===== src/rtl/contador_sincrono_crescente.sv =====
// rtl/contador_sincrono_crescente.sv - modulo-N synchronous up counter with enable, load and terminal count
// Optional sticky overflow flag compiled in with CONTADOR_CRESCENTE_OVF_EN.
module contador_sincrono_crescente #(
    parameter int WIDTH  = 6,
    parameter int MODULO = 64
) (
    input  logic             CK,
    input  logic             CLR,
    input  logic             EN,
    input  logic             LD,
    input  logic [WIDTH-1:0] D,
    output logic [WIDTH-1:0] Q,
    output logic             TC
`ifdef CONTADOR_CRESCENTE_OVF_EN
    ,
    output logic             OVF
`endif
);

    // MODULO may equal 2**WIDTH, so the range check needs one extra bit.
    localparam logic [WIDTH:0]   MOD_EXT = (WIDTH + 1)'(MODULO);
    localparam logic [WIDTH-1:0] Q_MAX   = WIDTH'(MODULO - 1);

    logic             at_max;
    logic             load_ok;
    logic [WIDTH-1:0] q_next;

    assign at_max  = (Q == Q_MAX);
    assign load_ok = ({1'b0, D} < MOD_EXT);

    always_comb begin
        q_next = Q;
        if (LD) begin
            q_next = load_ok ? D : '0;
        end else if (EN) begin
            q_next = at_max ? '0 : Q + WIDTH'(1);
        end
    end

    always_ff @(posedge CK or negedge CLR) begin
        if (!CLR) begin
            Q <= '0;
        end else begin
            Q <= q_next;
        end
    end

    // Carry into the next stage's EN; load is deliberately ignored here.
    assign TC = EN & at_max;

`ifdef CONTADOR_CRESCENTE_OVF_EN
    always_ff @(posedge CK or negedge CLR) begin
        if (!CLR) begin
            OVF <= 1'b0;
        end else if (LD) begin
            OVF <= 1'b0;
        end else if (EN && at_max) begin
            OVF <= 1'b1;
        end
    end
`endif

endmodule


===== config.mk =====
export PLATFORM = sky130hd
export DESIGN_NAME = contador_sincrono_crescente
export DESIGN_NICKNAME = d
export VERILOG_FILES = /design/src/rtl/contador_sincrono_crescente.sv
export SDC_FILE = /design/constraint.sdc
export NUM_CORES = 1
export LEC_CHECK = 0
export CAP_MARGIN = 20
export CELL_PAD_IN_SITES_DETAIL_PLACEMENT = 0
export CELL_PAD_IN_SITES_GLOBAL_PLACEMENT = 2
export CORE_MARGIN = 2
export CORE_UTILIZATION = 22
export DETAILED_ROUTE_END_ITERATION = 6
export PLACE_DENSITY = 0.74
export SETUP_SLACK_MARGIN = 0.1
export SLEW_MARGIN = 20
export SYNTH_ARGS = -nofsm -noshare
export SYNTH_HDL_FRONTEND = slang
export SYNTH_SLANG_ARGS = --single-unit

===== constraint.sdc =====
create_clock -name CK -period 1.79 [get_ports CK]
set_input_delay 0.179 -clock CK [delete_from_list [all_inputs] [get_ports CK]]
set_output_delay 0.179 -clock CK [all_outputs]
set_load 0.01 [all_outputs]

==> results of run 1 <==
==> through the flow <==
step	util	setup slack, ps
after floorplan	-	512
after global placement	0.375	104
after detailed placement	0.375	65.4
after CTS	0.398	309
after global routing	0.398	199
final	0.398	334
==> what timing repair did <==
action / in CTS / in global routing
resized for setup: 2 / 0
endpoints found under the hold margin: 0 / 0
endpoints found under the setup margin: 1 / 0
setup buffers: 1 / 0
==> worst max-delay path, stage by stage (launching register included) <==
cell and delay, ps:
dfrtp_1 410, nand3_2 140, nor3_2 200, dlygate4sd2_1 290
==> report_power, final <==
part / leakage [nW] / switching [W] / internal [W]
Sequential: 0.0721 / 0.0000133 / 0.000152
Combinational: 0.164 / 0.0000557 / 0.0000781
Clock: 0.0138 / 0.0000450 / 0.0000756
Total: 0.249 / 0.000114 / 0.000305
==> metal layers <==
metal | share of wire | GRT usage | wire length (um)
met1 | 0.46 | 0.134 | 416
met2 | 0.45 | 0.174 | 414
met3 | 0.066 | 0.0327 | 60
met4 | 0.021 | 0.109 | 19
met5 | 0 | 0 | 0
==> kinds of logic (layout without fill, tap and decap cells) <==
group	Yosys count	in the layout	synth area share
buffers and inverters	3	26	0.0351
AO/OA/AOI/OAI	11	11	0.196
multiplexers	1	1	0.0281
flip-flops	6	6	0.421
AND/OR/NAND/NOR	14	14	0.211
XOR/XNOR	3	3	0.0737
adder cells (fa/ha/maj)	1	1	0.0351
==> cell usage in the layout (no fill, tap or decap), drive strengths merged <==
| cell type | count |
|---|---|
| dfrtp | 6 |
| nand2 | 7 |
| o31ai | 1 |
| xor2 | 3 |
| nand3 | 1 |
| o211ai | 1 |
| buf | 6 |
| o21ai | 5 |
| nor3 | 1 |
| nand4 | 2 |
| a21oi | 3 |
| o41a | 1 |
| clkdlybuf4s50 | 15 |
| dlygate4sd2 | 1 |
| or2b | 1 |
| mux2i | 1 |
| nor2b | 2 |
| clkbuf | 3 |
| ha | 1 |
| inv | 1 |
==> final timing paths <==
path	cells after the start	start	endpoint
hold reg to reg	2	Q[4]$_DFFE_PN0P_	Q[4]$_DFFE_PN0P_
setup / recovery	3	Q[3]$_DFFE_PN0P_	TC
max in group asynchronous	1	CLR	Q[0]$_DFFE_PN0P_
min in group CK	3	D[4]	Q[4]$_DFFE_PN0P_
hold / removal	1	CLR	Q[2]$_DFFE_PN0P_
setup reg to reg	5	Q[0]$_DFFE_PN0P_	Q[3]$_DFFE_PN0P_
==> layout make-up <==
type / count / share of cell area
sequential: 6 / 0.251
multi-input combinational: 30 / 0.332
tap: 16 / 0.0334
inverter: 1 / 0.00626
clock buffer: 3 / 0.0376
timing repair buffer: 22 / 0.340
==> results summary, run 1 <==
The residual overflow from global routing is 0. The later pin in the worst-skew pair is clocked with a latency of 240 ps. The static leakage power came out at ~0.25 nW. The largest net degree at the start of global routing is 12. Setup violations remaining at the end of the flow were counted as 0.

More flip-flops sit in one register than any other, and that register is Q. The share of synthesized area in the top cell type comes to 0.421. The footprint of the flip-flops and latches came out at between 150 and 200 um2. In the final timing run, aggregate negative setup slack is 0 ps. The wire length of the first global-routing pass is between 1500 and 2000 um. The via count of the routed design came out at between 300 and 400. For the pin with the worst max-slew slack, the measured transition is approximately 300 ps. The number of nets in the finished design came out at between 70 and 80. The critical path is of the reg -> out type.

The die extent in x is between 40 and 50 um. Setup repair after global routing left no endpoint under its margin. The port buffer count is 16.

The cell taking the most area after synthesis is dfrtp_1. The register-to-register setup slack is 630 ps. After floorplanning, the core was sized to cover 1510 um2. The initial antenna violation count came out at 0. The cell count after synthesis came out at 39.

The timing-limited maximum frequency came out at just under 700 MHz. The share of synthesized flip-flops with an asynchronous set or reset is 1.00. The average instance area after synthesis is slightly above 9 um2. The finished layout cell area came out at around 600 um2.

The effective utilization at floorplan came out at 0.237. Clock tree synthesis inserted a total of 3 buffers. After detailed routing, the average wire length per cell comes to roughly 12 um. The flow ran to the end, and the final reports show no timing, DRC or antenna violations. In this run the number of H-tree levels came out at 1. The synthesized netlist net count came out at 50. Including well taps, the total number of placed cells is 74.

The number of flip-flops in the largest register came out at 6. In this run, the number of DRC markers left after iteration 0 of detailed routing was 1. The aggregate routed wire length came out at 910 um. The shortest period the worst path allows came out at around 1500 ps. The count of hold buffers inserted by post-cts repair came out at 0.

The type of element capturing the critical path is an output pin. During synthesis, Yosys emitted a total of 0 warnings. The netlist uses 19 different library cells. The average via count per standard cell came out at approximately 4.7. The footprint of the multi-input gates is ~200 um2. The setup clock skew after layout came out at about 2.4 ps. In this run the power density over the cells is 700 nW/um2.

By area the synthesized netlist is led by dfrtp_1, nand2_1, xor2_1. The number of fill cells in the layout came out at about 170. The remaining max-slew budget at the tightest pin came out at 0.797.

The antenna diode instance count is 0. The remaining routing DRC violations is 0. Max-cap violations in this run came to 0. The clock-pin slew of the registers on the worst-case setup and hold paths came out at 40 ps. The vertical die dimension is 44.3 um. The area after detailed placement is around 570 um2. The number of sinks handled by clock tree synthesis came out at 6. The CTS tree is done.

The share of synthesized area occupied by flip-flops and latches came out at 0.421. The count of endpoints failing hold in the final timing report is 0. The critical path data arrival time came out at around 1300 ps. After layout, the design draws a total of 0.000419 W.

The commonest cells after synthesis are nand2_1, dfrtp_1, o21ai_0, a21oi_1, xor2_1. For this run, the leading register cell type out of synthesis is dfrtp_1. The top-level I/O count came out at 17.

The final antenna-violating net count came out at 0. The area of the die came out at about 2000 um2. The final cell count without fillers is 78.

The routability-driven placement congestion ratio is 0.667. The ratio of cells with drive above 1 in the final layout is 0.210. The number of enable flip-flop cells after synthesis is 0. The area of the mapped netlist is around 360 um2. The first-pass iteration count of the detailed router came out at 2.

The maximum clock insertion buffer count came out at 2. Relative to the synthesized area, the layout overhead comes to 68.1%. The worst-path maximum fanout is 4.

The critical path launch point type is a flop. The data required time at the worst endpoint came out at 1610 ps. The post-detailed-placement half-perimeter wirelength is 706 um. The largest registers in the layout are Q (6). The via count of the first global-routing pass came out at 356. The total global-route track usage is 0.117.

Row generation in the floorplan step produced 14 rows. In this run the worst hold path is classified as in -> async. The number of pins exceeding their max-slew limit in the final report was 0. After synthesis the netlist holds a flip-flop and latch count of 6. CTS placed an instance of clkbuf_4 at the clock tree root. The most common cell in the synthesized netlist is nand2_1. Across the VDD grid, the largest voltage drop is 0.000243 V. The period utilization is 0.814. Hold timing on the final database bottoms out at a slack of between 150 and 200 ps.
Power figures use the tool's default switching activity.
==> run 2, diff against run 1 <==
--- a/config.mk
+++ b/config.mk
@@ -9,9 +9,9 @@
 export CELL_PAD_IN_SITES_DETAIL_PLACEMENT = 0
 export CELL_PAD_IN_SITES_GLOBAL_PLACEMENT = 2
 export CORE_MARGIN = 2
-export CORE_UTILIZATION = 22
+export CORE_UTILIZATION = 20
 export DETAILED_ROUTE_END_ITERATION = 6
-export PLACE_DENSITY = 0.74
+export PLACE_DENSITY = 0.68
 export SETUP_SLACK_MARGIN = 0.1
 export SLEW_MARGIN = 20
 export SYNTH_ARGS = -nofsm -noshare
==> constraint.sdc (replaced) <==
create_clock -name CK -period 1.5 [get_ports CK]
set_input_delay 0.15 -clock CK [delete_from_list [all_inputs] [get_ports CK]]
set_output_delay 0.15 -clock CK [all_outputs]
set_load 0.01 [all_outputs]
==> results summary, run 2 (synthesized netlist as in run 1, its figures left out) <==
The flow ran to the end, and the final reports show no timing, DRC or antenna violations. The count of endpoints failing hold in the final timing report came out at 0. The tool flagged a number of max-cap violations equal to 0. The largest net degree at the start of global routing came out at 8. The number of sinks handled by clock tree synthesis is 6.

After detailed routing, the number of vias per cell comes to between 4 and 5. Counting the buffers created by CTS gives 3. Among all stages on the critical path, the largest delay is contributed by clkdlybuf4s50_1.

For this design the total switching power over the nets is 0.000147 W. STA classifies the critical path endpoint as an output pin. The worst setup path is launched from a flop. The maximum clock insertion buffer count came out at 2.

The top cell types in the final layout, fill and taps aside, are buf_4, clkdlybuf4s50_1, dfrtp_1, nand2_1, dlygate4sd2_1. The register-to-register setup slack came out at about 330 ps. In this run the critical register-to-register path is launched from Q[0]$_DFFE_PN0P_. The shortest period the worst path allows is about 1400 ps. In this run the critical register-to-register path is captured at Q[3]$_DFFE_PN0P_.

The critical path data arrival time is between 1000 and 1500 ps. The area of the die is 2140 um2. The highest layer touched by signal routing is met4. The period utilization came out at 0.903.

The area of the core came out at 1710 um2. The power share of the clock group is 0.294. Leaving out fill and tap cells, the most frequent cell in the layout is buf_4. The initial antenna violation count is 0. Summed over all layers, the global routing overflow is 0. The path class of the tightest hold or removal check is in -> async. The total buffers and inverters traversed by the critical path is 1. The insertion delay to the later sink of the worst-skew pair is around 250 ps.

The register name with the most flops is Q. Of the cells placed in the final design, the portion with a size suffix greater than 1 is 0.313. The number of placement rows came out at 15.

Measured in cells, the most critical reg-to-reg path has a length of 5. The first-pass iteration count of the detailed router came out at 1. The setup clock skew after layout came out at 2.79 ps.

The number of nets in the finished design came out at 80. The final core area utilization is 0.377. The met3 wire length came out at between 50 and 60 um. The clock root buffer master is clkbuf_4.

The effective utilization at floorplan is 0.209. The remaining max-slew budget at the tightest pin is 0.807. The remaining routing DRC violations came out at 0. Once layout is done, the placed cells without fillers occupy between 600 and 700 um2. The worst-case IR drop observed on VDD is approximately 0.00038 V. Summed over all cells, the static leakage comes to approximately 0.28 nW. The internal power of the cells came out at about 0.00037 W. The critical path goes through clkdlybuf4s50_1.

During I/O placement, the number of pins put on the boundary was 17. The via count of the routed design is approximately 380. The met1 wire length came out at between 400 and 500 um.

Setup repair after global routing could not meet its margin everywhere. The total number of H-tree levels came out at 1. The via count of the first global-routing pass came out at between 300 and 400. In this run the cell area measured after placement is roughly 620 um2.

The number of pins exceeding their max-slew limit in the final report came out at 0. The worst-path maximum fanout is 4. The kind of cell adding the most delay to the critical path is buffers and inverters. The congestion estimate from routability-driven global placement came to roughly 0.65. In the detailed route, the total length drawn on met2 is 456 um. TritonCTS built the clock tree. The number of flip-flops in the largest register came out at 6.

The die extent in x came out at ~46 um. The wire length of the first global-routing pass came out at ~1600 um. The count of final setup violators is 0. The relative contribution of combinational cells to total power is 0.329. The count of hold buffers inserted by post-cts repair is 0. The total global-route track usage came out at 0.111.

The maximum single-stage delay on the critical path is roughly 560 ps. The timing-limited maximum frequency is approximately 740 MHz. The post-detailed-placement half-perimeter wirelength came out at 770 um. The sequential share of power is 0.377. The iteration-0 DRC count of the detailed router came out at 0. The number of post-CTS setup repair buffers is 0. Relative to the synthesized area, the layout overhead comes to 80.4%.

The average detailed-routed wire length per instance is 10.3 um. The power per cell area is 801 nW/um2. The largest registers in the layout are Q (6).

At the pin with the least slew margin, the transition time is between 200 and 300 ps. The vertical die dimension came out at 46.2 um. The final antenna-violating net count is 0.

The data required time at the worst endpoint is about 1400 ps. The port buffer count is 16. The critical setup path kind is reg -> out. The aggregate routed wire length came out at approximately 950 um. After clock tree synthesis, the clock-pin slew on the worst setup and hold paths is around 50 ps.

0 antenna diodes ended up in the layout. The fraction of power spent switching nets is 0.285.
-- run 2: cell types whose count changed in the layout (fill, tap and decap cells not counted) --
cell,delta
ha_2,+1
ha_1,-1
buf_2,+1
buf_4,+5
clkdlybuf4s50_1,-5
dlygate4sd2_1,+4
nand2_1,-1
nand2_2,+1
-- run 2: layout make-up --
| class | instances | area, um2 |
|---|---|---|
| Tap cell | 25 | 31.3 |
| Sequential cell | 6 | 150 |
| Fill cell | 169 | 1060 |
| Inverter | 1 | 3.75 |
| Clock buffer | 3 | 22.5 |
| Multi-Input combinational cell | 30 | 204 |
| Timing Repair Buffer | 27 | 231 |
-- run 2: how the worst max path moves through the flow --
stage / startpoint / to / slack [ps] / depth (start not counted)
after floorplan: Q[0]$_DFFE_PN0P_ / Q[3]$_DFFE_PN0P_ / 220 / 4
after global placement: EN / TC / -200 / 4
after detailed placement: EN / TC / -160 / 4
after CTS: Q[0]$_DFFE_PN0P_ / TC / 100 / 4
after global routing: Q[0]$_DFFE_PN0P_ / TC / 90 / 4
final: Q[5]$_DFFE_PN0P_ / Q[5] / 150 / 1
-- run 2: metal layers --
layer  vias up  global-route usage
met2        11               0.172
li1        196                   -
met3         4              0.0392
met5         -                   0
met4         0               0.103
met1       171               0.113
-- run 2: timing repair --
item                                    in CTS  in global routing
endpoints found under the setup margin       6                  1
pin swaps                                    0                  1
resized for setup                            9                  3
-- run 2: power by group through the flow --
stage | combinational, W | clock (W) | sequential (W)
after global placement | 0.000182 | 0 | 0.000196
final | 0.000169 | 0.000152 | 0.000194
after global routing | 0.000187 | 0.000170 | 0.000196
after floorplan | 0.0000497 | 0 | 0.000213
after detailed placement | 0.000181 | 0 | 0.000196
after CTS | 0.000171 | 0.000159 | 0.000194
-- run 2: metrics by stage --
step                      hold WS [ps]  power, W  cells  TNS [ps]  setup WS, ps
after global placement             412  0.000378     89      -197          -197
after global routing               167  0.000553     92         0          86.6
after detailed placement           420  0.000377     89      -162          -162
final                              148  0.000515     92         0           146
after CTS                          153  0.000524     92         0           101
after floorplan                   -146  0.000263     39         0           222
==> run 3, diff against run 2 <==
--- a/config.mk
+++ b/config.mk
@@ -11,9 +11,9 @@
 export CORE_MARGIN = 2
 export CORE_UTILIZATION = 20
 export DETAILED_ROUTE_END_ITERATION = 6
+export GPL_TIMING_DRIVEN = 0
 export PLACE_DENSITY = 0.68
 export SETUP_SLACK_MARGIN = 0.1
-export SLEW_MARGIN = 20
 export SYNTH_ARGS = -nofsm -noshare
 export SYNTH_HDL_FRONTEND = slang
 export SYNTH_SLANG_ARGS = --single-unit
==> results summary, run 3 (synthesized netlist as in run 1, its figures left out) <==
The run finished with clean final reports. The path class of the tightest hold or removal check is in -> async. The area growth from synthesis to layout is 75.8%. In the final layout, the share of cells above drive strength 1 is 0.286. The count of endpoints failing hold in the final timing report is 0. Of all nets on the critical path, the largest fanout is 3. The via count of the first global-routing pass is around 360.

The setup clock skew after layout came out at roughly 0.83 ps. Using the TritonRoute via totals, the vias-per-cell ratio works out to approximately 4.2. The vertical die dimension came out at around 46 um. The final antenna-violating net count came out at 0. For this design, the slowest cell found on the critical path is dfrtp_1. The area of the core came out at about 1700 um2. The number of nets in the finished design came out at 76. Setup repair after global routing could not meet its margin everywhere.

The length in cells of the worst reg-to-reg path came out at 5. The first-pass iteration count of the detailed router is 4. The critical path data arrival time is 1210 ps. After clock tree synthesis, the clock-pin slew on the worst setup and hold paths is ~40 ps. The average detailed-routed wire length per instance is ~11 um.

The maximum clock insertion buffer count came out at 2. Walking the worst path, the cells encountered are ha_4 -> nand2_2 -> nor3_2 -> buf_2. Across every metal layer, demand over resource in global routing totals 0.103. In this run the static leakage power is approximately 0.27 nW. The endpoint identified for the worst register-to-register timing path is Q[5]$_DFFE_PN0P_.

The timing-limited maximum frequency came out at between 700 and 800 MHz. After global routing the overflow that remains totals 0. The effective utilization at floorplan came out at 0.209.

The count of final setup violators is 0. The critical setup path kind is reg -> out. For this block, the initial DRC count from the detailed router was 6. The antenna diode instance count came out at 0. The via count of the routed design is between 300 and 400.

The die extent in x came out at 46.2 um. The number of placement rows is 15. In the final layout, the registers with the most flip-flops are Q (6). The setup slack of the critical path after layout is 144 ps.

TritonCTS built the clock tree. The insertion delay to the later sink of the worst-skew pair is approximately 240 ps. The shortest period the worst path allows is 1360 ps. The number of fill cells in the layout came out at 183. The final core area utilization came out at 0.367. The footprint of the flip-flops and latches came out at between 150 and 200 um2. The port buffer count is 15.

The period utilization came out at 0.904. The largest net degree at the start of global routing came out at 11. The maximum single-stage delay on the critical path is around 390 ps. The footprint of the multi-input gates is between 200 and 250 um2. The area of the die is 2140 um2.

The slew at the pin with the worst max-slew slack is roughly 370 ps. IR analysis of the VDD net gives a maximum drop of between 0.0004 and 0.0005 V. The data required time at the worst endpoint is between 1000 and 1500 ps. STA classifies the critical path startpoint as a flop. The remaining routing DRC violations is 0. Max-cap violations in this run came to 0. In this run the number of H-tree levels came out at 1. The count of hold buffers inserted by post-cts repair came out at 0. The register name with the most flops is Q. The tree built by TritonCTS fans out to 6 sinks. The number of pins exceeding their max-slew limit in the final report came out at 0.

The power per cell area is 834 nW/um2. The library cells used most frequently in the layout, excluding fill and tap cells, are clkdlybuf4s50_1, nand2_1, buf_4. The setup slack at placement is -161 ps. The remaining max-slew budget at the tightest pin came out at 0.756. The register-to-register setup slack is around 300 ps.

The top-level I/O count is 17. The wire length of the first global-routing pass came out at ~1500 um. The worst setup path is captured at an output pin.

The routability-driven placement congestion ratio is ~0.65. The worst register-to-register path begins at Q[1]$_DFFE_PN0P_. The aggregate routed wire length came out at between 900 and 1000 um. The register with the most flip-flops in the layout has 6 of them.

Clock tree synthesis selected as its root buffer the cell clkbuf_4. The leading cell type in the layout, fill and taps excluded is clkdlybuf4s50_1. The initial antenna violation count came out at 0. The clock buffer count from CTS is 3.
## run 3: cell count changes in the layout (fill, tap and decap cells not counted), moves of 2 or more
cell             before  now
buf_4                11    6
dlygate4sd2_1         5    0
dlymetal6s2s_1        0    2
clkdlybuf4s50_1      10   12
## run 3: critical path, delay by kind of cell (launching register included)
family | cells | cell delay, ps
and+or+nand+nor | 2 | 250
buffers and inverters | 1 | 160
adders and majority gates | 1 | 170
DFF | 1 | 390
## run 3: repair_timing
| item | CTS | global route |
|---|---|---|
| setup buffers | 4 | 2 |
| setup endpoints to repair | 3 | 3 |
| pin swaps | 0 | 2 |
| resized for setup | 6 | 5 |
## run 3: layer usage
| metal | track usage | share of wire | vias to the layer above |
|---|---|---|---|
| met5 | 0 | 0 | - |
| li1 | - | - | 188 |
| met4 | 0.0686 | 0.0042 | 0 |
| met3 | 0.0353 | 0.049 | 2 |
| met2 | 0.158 | 0.53 | 12 |
| met1 | 0.121 | 0.41 | 164 |
## run 3: final cells by class
| class | count | share of cell area |
|---|---|---|
| multi-input combinational | 30 | 0.341 |
| timing repair buffer | 21 | 0.311 |
| sequential | 6 | 0.242 |
| tap | 25 | 0.0499 |
| clock buffer | 3 | 0.0359 |
| buffer | 2 | 0.0140 |
| inverter | 1 | 0.00599 |
## run 3: power breakdown
group	switching (W)	leakage (nW)	internal [W]	total, W
logic	0.0000677	0.184	0.000104	0.000172
clock network	0.0000557	0.0138	0.0000903	0.000146
registers	0.0000233	0.0711	0.000182	0.000205
total	0.000147	0.269	0.000376	0.000523
## run 3: how the worst max path moves through the flow
stage / cells after the start / endpoint / from
after floorplan: 4 / Q[3]$_DFFE_PN0P_ / Q[0]$_DFFE_PN0P_
after global placement: 4 / TC / Q[0]$_DFFE_PN0P_
after detailed placement: 4 / TC / Q[0]$_DFFE_PN0P_
after CTS: 2 / Q[1] / Q[1]$_DFFE_PN0P_
after global routing: 4 / TC / Q[1]$_DFFE_PN0P_
final: 4 / TC / Q[1]$_DFFE_PN0P_
## run 3: metrics by stage
| stage | hold slack (ps) | cells | power (W) | TNS, ps | area [um2] |
|---|---|---|---|---|---|
| 2_1_floorplan | -146 | 39 | 0.000263 | 0 | 357 |
| 3_3_place_gp | 415 | 79 | 0.000342 | -228 | 538 |
| 3_5_place_dp | 425 | 79 | 0.000339 | -161 | 538 |
| 6_report | 155 | 88 | 0.000523 | 0 | 627 |
| 5_1_grt | 164 | 88 | 0.000563 | 0 | 627 |
| 4_1_cts | 163 | 86 | 0.000512 | 0 | 592 |
